`src/rtl/obc_shift_accumulator_if.sv`:
```
// Handshake and ROM-slice bundle for the OBC shift-accumulator.
// The master drives requests and ROM words; the slave returns slice index and result.
interface obc_shift_accumulator_if #(
   parameter int DATA_W = 16,
   parameter int ROM_W  = 32
);
   localparam int BW = $clog2(DATA_W);

   logic             start;
   logic [ROM_W-1:0] offset;
   logic [ROM_W-1:0] rom0;
   logic [ROM_W-1:0] rom1;
   logic [ROM_W-1:0] rom2;
   logic [ROM_W-1:0] rom3;
   logic [BW-1:0]    bit_idx;
   logic             ready_in;
   logic             busy;
   logic [ROM_W-1:0] result;
   logic             out_valid;
   logic             out_ready;

   modport master (
      output start, offset, rom0, rom1, rom2, rom3, out_ready,
      input  bit_idx, ready_in, busy, result, out_valid
   );

   modport slave (
      input  start, offset, rom0, rom1, rom2, rom3, out_ready,
      output bit_idx, ready_in, busy, result, out_valid
   );
endinterface

```
`src/rtl/obc_shift_accumulator.sv`:
```
// Bit-serial OBC accumulator: sums four ROM words per slice, shift-accumulates
// LSB-first, subtracts the sign slice, adds the offset and saturates.
module obc_shift_accumulator #(
   parameter int DATA_W = 16,
   parameter int ROM_W  = 32
) (
   input logic                    clk,
   input logic                    rst_n,
   obc_shift_accumulator_if.slave bus
);
   localparam int BW = $clog2(DATA_W);
   localparam int SW = ROM_W + 2;
   localparam int G  = DATA_W - 1;
   localparam int AW = SW + G;
   localparam int FW = AW + 2;
   localparam int RW = FW - G;

   typedef enum logic [1:0] {IDLE, ACCUM, DONE} state_e;

   state_e           state_q, state_d;
   logic [BW-1:0]    idx_q, idx_d;
   logic [AW-1:0]    acc_q, acc_d;
   logic [ROM_W-1:0] off_q, off_d;
   logic [ROM_W-1:0] res_q, res_d;

   logic [SW-1:0]    s;
   logic [AW-1:0]    s_sh;
   logic [AW:0]      step;
   logic [FW-1:0]    fin;
   logic [RW-1:0]    fin_sh;
   logic             ovf;
   logic [ROM_W-1:0] res_sat;
   logic             last;

   assign s = {{2{bus.rom0[ROM_W-1]}}, bus.rom0}
            + {{2{bus.rom1[ROM_W-1]}}, bus.rom1}
            + {{2{bus.rom2[ROM_W-1]}}, bus.rom2}
            + {{2{bus.rom3[ROM_W-1]}}, bus.rom3};

   assign s_sh = {s, {G{1'b0}}};

   // One extra bit so the pre-shift sum cannot wrap
   assign step = {acc_q[AW-1], acc_q} + {s_sh[AW-1], s_sh};

   assign fin = {{2{acc_q[AW-1]}}, acc_q}
              - {{2{s_sh[AW-1]}}, s_sh}
              + {{(FW-ROM_W-G){off_q[ROM_W-1]}}, off_q, {G{1'b0}}};

   assign fin_sh = fin[FW-1:G];
   assign ovf    = !((&fin_sh[RW-1:ROM_W-1]) || !(|fin_sh[RW-1:ROM_W-1]));

   assign res_sat = !ovf ? fin_sh[ROM_W-1:0] :
                    fin_sh[RW-1] ? {1'b1, {(ROM_W-1){1'b0}}} :
                                   {1'b0, {(ROM_W-1){1'b1}}};

   assign last = (idx_q == BW'(DATA_W-1));

   always_ff @(posedge clk or negedge rst_n) begin
      if (!rst_n) begin
         state_q <= IDLE;
         idx_q   <= '0;
         acc_q   <= '0;
         off_q   <= '0;
         res_q   <= '0;
      end else begin
         state_q <= state_d;
         idx_q   <= idx_d;
         acc_q   <= acc_d;
         off_q   <= off_d;
         res_q   <= res_d;
      end
   end

   always_comb begin
      state_d = state_q;
      idx_d   = idx_q;
      acc_d   = acc_q;
      off_d   = off_q;
      res_d   = res_q;
      unique case (state_q)
         IDLE: begin
            if (bus.start) begin
               off_d   = bus.offset;
               acc_d   = '0;
               idx_d   = '0;
               state_d = ACCUM;
            end
         end
         ACCUM: begin
            if (last) begin
               res_d   = res_sat;
               idx_d   = '0;
               state_d = DONE;
            end else begin
               acc_d = step[AW:1];
               idx_d = idx_q + BW'(1);
            end
         end
         DONE: begin
            if (bus.out_ready) begin
               if (bus.start) begin
                  off_d   = bus.offset;
                  acc_d   = '0;
                  idx_d   = '0;
                  state_d = ACCUM;
               end else begin
                  state_d = IDLE;
               end
            end
         end
         default: state_d = IDLE;
      endcase
   end

   assign bus.bit_idx   = idx_q;
   assign bus.busy      = (state_q == ACCUM);
   assign bus.out_valid = (state_q == DONE);
   assign bus.result    = res_q;
   assign bus.ready_in  = (state_q == IDLE) ||
                          ((state_q == DONE) && bus.out_ready);
endmodule

```
`src/flat_wrapper.sv`:
```
// flat-port wrapper written by rule: the top's interface ports become plain ports
module obc_shift_accumulator_flat 
#(
   parameter int DATA_W = 16,
   parameter int ROM_W  = 32
)
  (clk, rst_n, bus_start, bus_offset, bus_rom0, bus_rom1, bus_rom2, bus_rom3, bus_out_ready, bus_bit_idx, bus_ready_in, bus_busy, bus_result, bus_out_valid);
  obc_shift_accumulator_if #(.DATA_W(DATA_W), .ROM_W(ROM_W)) bus_i ();
  input logic clk;
  input logic rst_n;
  input wire logic [$bits(bus_i.start)-1:0] bus_start;
  input wire logic [$bits(bus_i.offset)-1:0] bus_offset;
  input wire logic [$bits(bus_i.rom0)-1:0] bus_rom0;
  input wire logic [$bits(bus_i.rom1)-1:0] bus_rom1;
  input wire logic [$bits(bus_i.rom2)-1:0] bus_rom2;
  input wire logic [$bits(bus_i.rom3)-1:0] bus_rom3;
  input wire logic [$bits(bus_i.out_ready)-1:0] bus_out_ready;
  output wire logic [$bits(bus_i.bit_idx)-1:0] bus_bit_idx;
  output wire logic [$bits(bus_i.ready_in)-1:0] bus_ready_in;
  output wire logic [$bits(bus_i.busy)-1:0] bus_busy;
  output wire logic [$bits(bus_i.result)-1:0] bus_result;
  output wire logic [$bits(bus_i.out_valid)-1:0] bus_out_valid;
  assign bus_i.start = bus_start;
  assign bus_i.offset = bus_offset;
  assign bus_i.rom0 = bus_rom0;
  assign bus_i.rom1 = bus_rom1;
  assign bus_i.rom2 = bus_rom2;
  assign bus_i.rom3 = bus_rom3;
  assign bus_i.out_ready = bus_out_ready;
  assign bus_bit_idx = bus_i.bit_idx;
  assign bus_ready_in = bus_i.ready_in;
  assign bus_busy = bus_i.busy;
  assign bus_result = bus_i.result;
  assign bus_out_valid = bus_i.out_valid;
  obc_shift_accumulator #(.DATA_W(DATA_W), .ROM_W(ROM_W)) u_core (.clk(clk), .rst_n(rst_n), .bus(bus_i));
endmodule
```
`config.mk`:
```
export PLATFORM = sky130hd
export DESIGN_NAME = obc_shift_accumulator_flat
export DESIGN_NICKNAME = d
export VERILOG_FILES = /design/src/rtl/obc_shift_accumulator_if.sv /design/src/rtl/obc_shift_accumulator.sv /design/src/flat_wrapper.sv
export SDC_FILE = /design/constraint.sdc
export NUM_CORES = 1
export LEC_CHECK = 0
export BUFFER_PORTS_ARGS = -buffer_cell sky130_fd_sc_hd__buf_2
export CORE_MARGIN = 2
export CORE_UTILIZATION = 45
export DETAILED_ROUTE_END_ITERATION = 16
export GPL_TIMING_DRIVEN = 1
export PLACE_DENSITY = 0.75
export SETUP_SLACK_MARGIN = 0.3
export SYNTH_ARGS = -nofsm -noshare
export SYNTH_HDL_FRONTEND = slang
export SYNTH_SLANG_ARGS = --single-unit
```
`constraint.sdc`:
```
create_clock -name clk -period 11.2 [get_ports clk]
set_input_delay 2.24 -clock clk [delete_from_list [all_inputs] [get_ports clk]]
set_output_delay 2.24 -clock clk [all_outputs]
set_load 0.1 [all_outputs]
```
[Word-level counts from Yosys, hierarchy flattened]
Cells that the tools add are included.
Word-level totals
  register bits: 119
  input bits: 164
  output and inout port bits: 39
  word-level logic and storage cells: 51
Cells by class
  $add $sub $neg: 7
  equality and inequality tests: 7
  mux-type cells: 18
  reductions and logical operators: 14
Operators by type and width (count)
  $mux 49: 3
  $pmux 49 s3: 1
  $mux 32: 4
  $add 34x34->34: 2
  $pmux 32 s2: 1
  $add 51x51->51: 1
  $add 49x49->50: 1
  $sub 49x49->50: 1
  $add 32x32->33: 1
  $mux 4: 3
  $pmux 4 s3: 1
  $mux 2: 3
  $ne 2x2->1 const B: 3
  $pmux 2 s3: 1
  $reduce_and 2->1: 3
  $reduce_and 3->1: 2
  $reduce_and 5->1: 1
  $reduce_or 5->1: 1
  $add 4x1->4 const B: 1
  $eq 4x4->1 const B: 1
  $reduce_bool 3->1: 1
  $eq 2x1->1 const B: 1
  $eq 2x2->1 const B: 1
  $logic_not 2->1: 1
  other kinds (6): 7

[Logic depth before layout (Yosys ltp)]
  depth after elaboration: 9
  depth in mapped cells: 44
  depth with buffers taken out: 41

[Worst setup path after synthesis]
Ideal clock, no wire load.
  path type: input -> register
  start point: input port bus_rom1[1]
  end point: register u_core.res_q[12], in the netlist u_core.bus.result[12]
  library setup time: 0.069 ns
  data arrival time: 10.389 ns
  data required time: 11.131 ns
  setup slack: 0.742 ns
  stages on the path: 38
  buffers on the path: 3
  cell sequence: ha_1 a21o_1 a21oi_1 o211ai_1 a32oi_1 o21ai_0 a311o_1 a21o_1 a21oi_1 xnor2_1 fa_1 ha_1 and3_1 a221o_1 nand2_1 o211ai_1 a31o_1 a21o_1 [2 not listed] xnor2_1 ha_1 clkbuf_1 or3_1 o41ai_1 o41a_1 xnor2_1 ha_1 clkbuf_1 nand2_1 nor3_1 nand4_1 o211ai_2 xnor2_1 or4_4 o21ai_4 buf_6 a221o_1
Between the ends
  longest elaborated chain between the ends: 9
  elaborated cells between the ends (all ways): 11
  classes of those cells: 5 x add/sub; 2 x mux; 4 x reduce/logical
RTL lines
  start: declaration: line flat_wrapper.sv:14  | input wire logic [$bits(bus_i.rom1)-1:0] bus_rom1;
  $add 32x32->33 *: line obc_shift_accumulator.sv:36  | + {{2{bus.rom1[ROM_W-1]}}, bus.rom1}
  $add 34x34->34 *: line obc_shift_accumulator.sv:37  | + {{2{bus.rom2[ROM_W-1]}}, bus.rom2}
  $add 34x34->34 *: line obc_shift_accumulator.sv:38  | + {{2{bus.rom3[ROM_W-1]}}, bus.rom3};
  $sub 49x49->50 *: line obc_shift_accumulator.sv:46  | - {{2{s_sh[AW-1]}}, s_sh}
  $add 51x51->51 *: line obc_shift_accumulator.sv:47  | + {{(FW-ROM_W-G){off_q[ROM_W-1]}}, off_q, {G{1'b0}}};
  $reduce_or 5->1: line obc_shift_accumulator.sv:50  | assign ovf = !((&fin_sh[RW-1:ROM_W-1]) || !(|fin_sh[RW-1:ROM_W-1]));
  $logic_not 1->1: line obc_shift_accumulator.sv:50
  $logic_or 1x1->1: line obc_shift_accumulator.sv:50
  $mux 32 *: line obc_shift_accumulator.sv:52  | assign res_sat = !ovf ? fin_sh[ROM_W-1:0] :
  end signal: assignment: line obc_shift_accumulator.sv:70  | res_q <= res_d;
  end: declaration: line obc_shift_accumulator.sv:24  | logic [ROM_W-1:0] res_q, res_d;
Mark *: on every way between the ends. The rest lies on a longest branch, timed or not.
A chain may end at the register's enable or synchronous reset.

[Final worst setup path]
  start point: input port bus_rom1[8]
  end point: register u_core.res_q[0], in the netlist u_core.bus.result[0]
Same word-level chain as after synthesis.

==> results.py <==
metrics = {
    "global_routing": {
        "grt_pass1_wl_mm": 55.10,
        "grt_pass1_vias": 11370,
        "grt.total_usage_pct": 21.85,
        "antenna_found_initial": 0,
        "grt_max_degree": 77,
        "grt_overflow_total": 0,
    },
    "critical_path": {
        "end_kind": "flop",
        "cp.required_ns": 11.50,
        "critPathMaxFanout": 15,
        "crit_arrival_ns": 10.83,
        "crit_slowest_cell": "or4_4",
        "criticalPathCategory": "in -> reg",
        "crit_path_frequent_cell": "a21o_1",
        "rrSetupSlack_ns": 5.47,
        "crit_end": "u_core.bus.result[0]",
        "critPathLaunch": "bus_rom1[8]",
        "r2r-end": "u_core.bus.result[0]",
        "rr_startpoint": "u_core.acc_q[17]",
        "critPathLaunchType": "input pin",
        "critPathMaxStageDelay_ns": 0.51,
        "reg2reg_depth": 22,
    },
    "route": {
        "drc": 0,
        "drt-pass1-iter-count": 5,
        "routed_wl_mm": 33.32,
        "drtAntennaViolNets": 0,
        "drt_iter0_markers": 974,
        "vias": 11660,
        "detail_route.wl_per_cell_um": 16.20,
        "viasPerCell": 5.670,
    },
    "timing": {
        "min_period_ns": 10.53,
        "finalSetupViolCount": 0,
        "finalHoldViolCount": 0,
        "clock_skew_ns": 0.01306,
        "worstMarginPinSlew_ns": 1.040,
        "maxSlewViolCount": 0,
        "min_period_over_period_pct": 94.01,
        "clock.fmax_ghz": 0.09498,
        "rsz0062_at_grt": "no",
        "slew-limit-headroom_pct": 30.51,
    },
    "floorplan": {
        "die_x_um": 173.4,
        "start_util_pct": 45.38,
        "core_area_um2": 28470,
        "die_y_um": 173.4,
        "fp-row-count": 62,
        "num_io_pins": 203,
        "dieArea_um2": 30080,
    },
    "layout": {
        "multi_input_area_um2": 9935,
        "nFillCells": 2736,
        "layout.nets": 2041,
        "diodes": 0,
        "final_util_pct": 52.36,
        "area_growth_pct": 15.38,
        "seqCellArea_um2": 2603,
        "final_layout_size_suffix_gt1_share_pct": 20.50,
    },
    "clocking": {
        "cts_hold_buf": 0,
        "clkTransAtPathRegs_ns": 0.08,
        "clk_latency_ns": 0.37,
        "cts_buffer_depth": 2,
        "clock_sinks": 104,
        "cts_tree": "built",
        "clock-root-buffer": "clkbuf_16",
        "htreeDepth": 3,
        "numCtsBuffers": 9,
    },
    "job": {
        "drv_cap": 0,
    },
    "synthesis": {
        "synth_top_area_cell": "dfrtp_1",
        "synth_nets": 1866,
        "synthTopCellsByCount": "ha_1, a21oi_1, dfrtp_1, inv_1, xnor2_1",
        "synth-seq-cells": 104,
        "synth_area_per_cell_um2": 8.653,
        "ys_seq_area_share_pct": 20.15,
        "syn_inst": 1493,
        "synth_cell_types": 81,
        "netlist_area_um2": 12920,
        "synth-edff-count": 0,
        "synth.area.top_cells": "dfrtp_1, ha_1, xnor2_1",
        "yosysMostFrequentCell": "ha_1",
        "ys.flop_type": "dfrtp_1",
        "synth_top_area_share_pct": 20.15,
        "yosysWarnings": 0,
        "async_flop_share_pct": 100.0,
    },
    "place": {
        "gp_congestion": 0.9018,
        "io_buffers": 202,
        "dp_hpwl_mm": 26.81,
    },
    "worst_hold_path": {
        "hp-class": "reg -> reg",
    },
    "outcome": {
        "status": "completed",
    },
}
## cells in the final DEF, fill, tap and decap left out, drive strengths merged, types with 30 or more instances in the layout
cell	count
buf	221
ha	171
a21oi	150
dfrtp	104
inv	103
xnor2	100
o21ai	90
nand2	87
nor2	77
a21o	65
xor2	49
fa	38
a221o	32
mux2	32
o21bai	31
nand3	30
## worst min path at each step
stage | start | end | slack, ns | cells past startpoint
6_report | u_core.bus.bit_idx[3] | u_core.bus.bit_idx[3] | 0.51 | 1
5_1_grt | u_core.bus.result[28] | u_core.bus.result[28] | 0.54 | 1
4_1_cts | u_core.bus.result[21] | u_core.bus.result[21] | 0.51 | 1
3_5_place_dp | u_core.bus.result[21] | u_core.bus.result[21] | 0.50 | 1
3_3_place_gp | u_core.bus.result[2] | u_core.bus.result[2] | 0.50 | 1
2_1_floorplan | u_core.acc_q[19] | u_core.acc_q[19] | 0.48 | 2
## flip-flops by register name, indices dropped and copies added, names as in the netlist
name / count
u_core.state_q: 2
u_core.off_q: 32
u_core.bus.bit_idx: 4
u_core.acc_q: 34
u_core.bus.result: 32
## layout make-up
type / count / share of cell area, %
multi-input cells: 1228 / 66.65
flip-flops and latches: 104 / 17.46
repair buffers: 222 / 8.033
well taps: 384 / 3.223
inverters: 103 / 2.594
clock buffers: 10 / 1.536
clock inverters: 6 / 0.5037
## routing by layer
metal	track usage, %	wire length (um)
met1	31.22	16130
met2	35.07	14710
met3	1.776	1686
met4	6.992	791
met5	0	0
## through the flow
step	hold slack [ns]	std cells	TNS (ns)	instance area (um^2)	setup slack, ns
6_report	0.5089	2057	0	14910	0.6713
5_1_grt	0.5435	2057	0	14910	0.2447
4_1_cts	0.5135	2051	0	14590	0.3171
3_5_place_dp	0.4967	2035	-2.937	14290	-0.1044
3_3_place_gp	0.4962	2035	-4.442	14290	-0.1460
2_1_floorplan	0.4842	1493	0	12920	0.7419
## what timing repair did
item | 4_1_cts | 5_1_grt
setup endpoints to repair | 31 | 31
gates resized for setup | 1 | 51
gates cloned | 0 | 1
setup buffers | 0 | 5
pin swaps | 0 | 10
## critical path: cells and delay by family
family	cells	cell delay (ns)
AND/OR/NAND/NOR	5	1.58
XOR/XNOR	4	0.71
buffers and inverters	2	0.31
adder cells (fa/ha/maj)	5	1.79
AO/OA/AOI/OAI	20	4.18
## cells by family (layout without fill, tap and decap cells)
family / Yosys count / after routing / synth area share [%]
AOI/OAI and AO/OA: 500 / 500 / 26.52
xor gates and xnor gates: 149 / 149 / 10.10
buffers and inverters: 161 / 341 / 4.978
muxes: 35 / 35 / 3.022
DFF: 104 / 104 / 20.15
and+or+nand+nor: 335 / 335 / 12.78
adders and majority gates: 209 / 209 / 22.45
Power is left out: the tool's default activity adds up to more than one toggle a clock period on the data nets, which glitch-free logic cannot reach.
